## src/rtl/updown_counter_pkg.sv

```systemverilog
// Shared types and elaboration helpers for the modulo-N up/down counter.
package updown_counter_pkg;

  // Operation chosen for each clock edge by the priority decode.
  typedef enum logic [2:0] {
    OP_HOLD,
    OP_CLEAR,
    OP_LOAD,
    OP_INC,
    OP_DEC
  } cnt_op_t;

  localparam int MIN_MODULUS = 2;

  // The compare width has one spare bit, so MODULUS == 2**WIDTH is representable.
  function automatic int cmp_width(input int width);
    return width + 1;
  endfunction

  // Legal modulus range: MIN_MODULUS .. 2**WIDTH.
  function automatic bit modulus_ok(input int width, input int modulus);
    longint max_mod;
    max_mod = longint'(64'd1 << width);
    return (modulus >= MIN_MODULUS) && (longint'(modulus) <= max_mod);
  endfunction

endpackage

```

## src/rtl/updown_counter_dff_reg.sv

```systemverilog
// dff_reg: WIDTH-bit register with asynchronous active-high reset to RESET_VALUE.
module dff_reg #(
  parameter int               WIDTH       = 1,
  parameter logic [WIDTH-1:0] RESET_VALUE = '0
) (
  input  logic             clk_i,
  input  logic             rst_i,
  input  logic [WIDTH-1:0] d_i,
  output logic [WIDTH-1:0] q_o
);

  // Capture d_i on every rising edge; reset forces RESET_VALUE immediately.
  always_ff @(posedge clk_i or posedge rst_i) begin
    if (rst_i) begin
      q_o <= RESET_VALUE;
    end else begin
      q_o <= d_i;
    end
  end

endmodule

```

## src/rtl/updown_counter_mod.sv

```systemverilog
// updown_counter_mod: modulo-MODULUS up/down counter with clear, load, enable,
// wrap/saturate boundary handling and a registered boundary pulse (limit).
// Optional macro UDCNT_STICKY_OVF_EN adds the ovf_sticky output.
module updown_counter_mod
  import updown_counter_pkg::*;
#(
  parameter int WIDTH       = 4,
  parameter int MODULUS     = 10,
  parameter int SATURATE    = 0,
  parameter int RESET_VALUE = 0
) (
  input  logic             clk,
  input  logic             reset,
  input  logic             clear,
  input  logic             load,
  input  logic [WIDTH-1:0] load_value,
  input  logic             en,
  input  logic             up,
  output logic [WIDTH-1:0] count,
  output logic             at_max,
  output logic             at_min,
`ifdef UDCNT_STICKY_OVF_EN
  output logic             ovf_sticky,
`endif
  output logic             limit
);

  localparam int               CW      = cmp_width(WIDTH);
  localparam logic [WIDTH-1:0] MAX_VAL = WIDTH'(MODULUS - 1);
  localparam logic [WIDTH-1:0] RST_VAL = WIDTH'(RESET_VALUE);
  localparam logic [CW-1:0]    MOD_CW  = CW'(MODULUS);

  // Reject illegal parameter sets at elaboration time.
  if (!modulus_ok(WIDTH, MODULUS)) begin : g_bad_modulus
    $error("updown_counter_mod: MODULUS %0d outside 2..2**WIDTH", MODULUS);
  end
  if ((RESET_VALUE < 0) || (RESET_VALUE >= MODULUS)) begin : g_bad_reset_value
    $error("updown_counter_mod: RESET_VALUE %0d must be below MODULUS", RESET_VALUE);
  end

  cnt_op_t          op;
  logic [WIDTH-1:0] count_q, count_d;
  logic             limit_q, limit_d;
  logic [WIDTH-1:0] load_clamped;

  // Out-of-range load values are clamped to the top of the count range.
  assign load_clamped = ({1'b0, load_value} < MOD_CW) ? load_value : MAX_VAL;

  // Priority decode: clear > load > en > hold.
  always_comb begin
    op = OP_HOLD;
    if (clear) begin
      op = OP_CLEAR;
    end else if (load) begin
      op = OP_LOAD;
    end else if (en) begin
      op = up ? OP_INC : OP_DEC;
    end
  end

  // Next count and boundary pulse for the decoded operation.
  always_comb begin
    count_d = count_q;
    limit_d = 1'b0;
    unique case (op)
      OP_CLEAR: count_d = RST_VAL;
      OP_LOAD:  count_d = load_clamped;
      OP_INC: begin
        if ({1'b0, count_q} < {1'b0, MAX_VAL}) begin
          count_d = count_q + 1'b1;
        end else begin
          limit_d = 1'b1;
          count_d = (SATURATE != 0) ? count_q : '0;
        end
      end
      OP_DEC: begin
        if (count_q != '0) begin
          count_d = count_q - 1'b1;
        end else begin
          limit_d = 1'b1;
          count_d = (SATURATE != 0) ? '0 : MAX_VAL;
        end
      end
      default: count_d = count_q;
    endcase
  end

  dff_reg #(.WIDTH(WIDTH), .RESET_VALUE(RST_VAL)) u_count_reg (
    .clk_i(clk), .rst_i(reset), .d_i(count_d), .q_o(count_q)
  );

  dff_reg #(.WIDTH(1), .RESET_VALUE(1'b0)) u_limit_reg (
    .clk_i(clk), .rst_i(reset), .d_i(limit_d), .q_o(limit_q)
  );

`ifdef UDCNT_STICKY_OVF_EN
  logic ovf_q, ovf_d;

  // Sticky flag: set alongside limit, cleared only by clear or reset.
  always_comb begin
    ovf_d = clear ? 1'b0 : (ovf_q | limit_d);
  end

  dff_reg #(.WIDTH(1), .RESET_VALUE(1'b0)) u_ovf_reg (
    .clk_i(clk), .rst_i(reset), .d_i(ovf_d), .q_o(ovf_q)
  );

  assign ovf_sticky = ovf_q;
`endif

  assign count  = count_q;
  assign limit  = limit_q;
  assign at_max = (count_q == MAX_VAL);
  assign at_min = (count_q == '0);

endmodule

```

## config.mk

```make
export PLATFORM = sky130hd
export DESIGN_NAME = updown_counter_mod
export DESIGN_NICKNAME = d
export VERILOG_FILES = /design/src/rtl/updown_counter_pkg.sv /design/src/rtl/updown_counter_dff_reg.sv /design/src/rtl/updown_counter_mod.sv
export SDC_FILE = /design/constraint.sdc
export NUM_CORES = 1
export LEC_CHECK = 0
export ABC_CLOCK_PERIOD_IN_PS = 1990
export CORE_AREA = 2 2 46 48
export DETAILED_ROUTE_END_ITERATION = 6
export DIE_AREA = 0 0 48 50
export GPL_TIMING_DRIVEN = 0
export SYNTH_ARGS = -nofsm -noshare
export SYNTH_HDL_FRONTEND = slang
export SYNTH_SLANG_ARGS = --single-unit
```

## constraint.sdc

```tcl
create_clock -name clk -period 1.99 [get_ports clk]
set_clock_uncertainty 0.15 [all_clocks]
set_input_delay 0.199 -clock clk [delete_from_list [all_inputs] [get_ports clk]]
set_output_delay 0.199 -clock clk [all_outputs]
set_load 0.005 [all_outputs]
```

==> results by group <==
Finish
  – Final std cell area, no fill: ~750 um2
  – Leading cell types in the layout, fill and taps excluded: clkdlybuf4s50_1, a21oi_1, inv_1, nor2_1
  – Final net count: 91
  – Share of post-route cells with drive strength above 1: a little over 30%
  – Most common cell after layout, fill and taps aside: clkdlybuf4s50_1
  – Antenna Cells: 0
  – Fin util: approximately two fifths
  – Synth-to-layout area growth: 52.7%

Outcome
  – Outcome: complete, no violations

Synth
  – Dominant cells by area after synthesis: dfrtp_1, ha_1, or3b_2
  – Number of flops mapped to enable cells by yosys: 0
  – Number of cells produced by synthesis: between 50 and 60
  – Yosys warning total: 0
  – Flip-flop and latch count after synthesis: 5
  – Library cell occupying the most area in the post-synthesis netlist: dfrtp_1
  – Synthesized area divided by synthesized cell count: 8.99 um2
  – Sequential area share after synthesis: approximately 25%
  – Cell area after synthesis: roughly 500 um2
  – Post-synth top area share: between 20% and 30%
  – Share of flip-flops with an asynchronous set or reset: 100%
  – Netlist cell types: 31
  – Flip-flop cell with the highest count after synthesis: dfrtp_1
  – Net count of the mapped netlist: roughly 70

Timing
  – Post-layout minimum cycle time: 1700 ps
  – Top achievable clock speed: roughly 590 MHz
  – Slew headroom: around 83%
  – Number of max-slew violations in the final report: 0
  – Setup repair after global routing missed its margin: false
  – Final period util: roughly 86%
  – Final total negative setup slack: 0 ps
  – Count of final hold-check violations: 0
  – Final setup violating endpoints: 0
  – Worst hold-check slack: about 9.7 ps
  – Transition at the pin with the smallest max-transition slack: 253 ps

Routing
  – Routed vias: slightly below 500
  – Count of TritonRoute iterations in the first routing pass: 4
  – Average wire per standard cell: between 10 and 15 um
  – Number of DRC markers in iteration 0: 9
  – Residual DRC: 0
  – Mean number of vias per cell: between 4 and 5
  – Routed Wire Length: between 1 and 1.5 mm
  – Final antenna-violating net count: 0

Min path
  – Hold Path Class: in -> async

Global route
  – Wire length of the first global-routing pass: 2.07 mm
  – Antenna violations before repair: 0
  – Grt ovf: 0
  – Vias in the first global route: 493
  – Global-route usage over all layers: 12.1%
  – Largest net degree at the start of global routing: 11

Clock network
  – Clock Sinks: 5
  – Number of H-tree levels: 1
  – Latest clock arrival within the worst-skew pair: between 200 and 250 ps
  – Library cell used as clock root buffer: clkbuf_4
  – Maximum clock insertion buffer count: 2
  – Cts bufs inserted: 3
  – CTS tree: done
  – Clock-pin slew of the registers on the worst-case setup and hold paths: 40 ps
  – Cts hold-fix bufs: 0

Placed design
  – Number of buffers added on ports: 15
  – Final HPWL DP: between 800 and 900 um
  – Final weighted congestion of routability-driven global placement: ~0.76
  – Post-detailed-placement cell area: 678 um2

Setup path
  – Endpoint type of the worst setup path: primary output
  – Biggest fanout along the worst timing path: 6
  – Required time of the worst setup path: roughly 1600 ps
  – Critical Setup Path Class: reg -> out
  – Worst-case register-to-register setup slack: around 400 ps
  – CP startpoint kind: flop
  – Arrival time at the worst endpoint: around 1400 ps

Run
  – Total of max-cap violations: 0

Floorplan
  – Starting Density: about a quarter
  – Floorplan core area: around 1900 um2
  – Die width: between 40 and 50 um
  – Standard-cell row count: 16
  – Die extent in y: around 50 um
  – Num ports: 17
  – Floorplan die area: between 2000 and 2500 um2

Power
  – Pwr per Cell Area: approximately 500 nW/um2
  – Static Leakage: between 0.3 and 0.4 nW
  – Worst VDD drop: ~0.00018 V
  – Final Power: roughly 0.38 mW
[path summary, 6_finish.rpt]
kind | start | to | cells after the start
worst min register to register | u_count_reg.q_o[1] | u_count_reg.q_o[1] | 3
max in group asynchronous | reset | u_count_reg.q_o[1] | 2
worst max-delay path | u_count_reg.q_o[0] | at_min | 4
min in group clk | load | u_limit_reg.q_o | 3
worst max register to register | u_count_reg.q_o[0] | u_count_reg.q_o[2] | 4
worst min-delay path | reset | u_count_reg.q_o[3] | 2
[cell usage after synthesis, drive strengths merged, types with 2 or more instances]
cell / count
a21oi: 5
nor2: 4
buf: 3
a221o: 2
dfrtp: 5
nand3b: 2
inv: 5
ha: 3
or3b: 4
nand2: 3
[worst max-delay path: stages, from the launching register on]
cell and delay, ps:
dfrtp_2 410, inv_1 100, ha_4 170, nor3b_4 190
dlygate4sd2_1 250
[timing repair]
action,4_1_cts,5_1_grt
endpoints found under the setup margin,1,1
setup buffers,3,0
resized for setup,8,1
[registers in the layout, indices dropped and copies added (netlist names)]
| name | flops |
|---|---|
| u_count_reg.q_o | 4 |
| u_limit_reg.q_o | 1 |
[cell type report]
| class | count | area, um2 |
|---|---|---|
| multi-input combinational | 42 | 353 |
| fill | 208 | 1150 |
| sequential | 5 | 128 |
| inverter | 5 | 18.8 |
| timing repair buffer | 18 | 174 |
| buffer | 3 | 21.3 |
| tap | 27 | 33.8 |
| clock buffer | 4 | 26.3 |
[report_power, final]
group | total [mW] | switching, mW | leakage [nW] | internal [mW]
combinational | 0.149 | 0.0660 | 0.255 | 0.0825
sequential | 0.114 | 0.00457 | 0.0641 | 0.109
clock | 0.114 | 0.0382 | 0.0150 | 0.0756
total | 0.376 | 0.109 | 0.334 | 0.267
[routing by layer]
layer	track usage (%)	vias up	part of all wire, %
met5	0	-	0
met1	15.1	234	46
met3	2.56	2	3.3
met2	17.8	9	50
li1	-	248	-
met4	8.11	0	0.81
[per-stage QoR]
step,cells,worst slack [ps]
global route,104,179
detailed placement,97,-130
CTS,104,8.97
finish,104,287
floorplan,55,311
global placement,97,-120
[logic make-up (layout without fill, tap and decap cells)]
logic type               count (synthesis)  count (layout)  synth area share, %
AO/OA/AOI/OAI                           16              16                 27.3
adder cells (fa/ha/maj)                  3               3                 7.60
AND/OR/NAND/NOR                         21              21                 27.8
flip-flops                               5               5                 25.3
XOR/XNOR                                 1               1                 1.77
multiplexers                             1               1                 2.03
buffers and inverters                    8              30                 8.10
No activity file was read; power rests on OpenSTA's default activity.
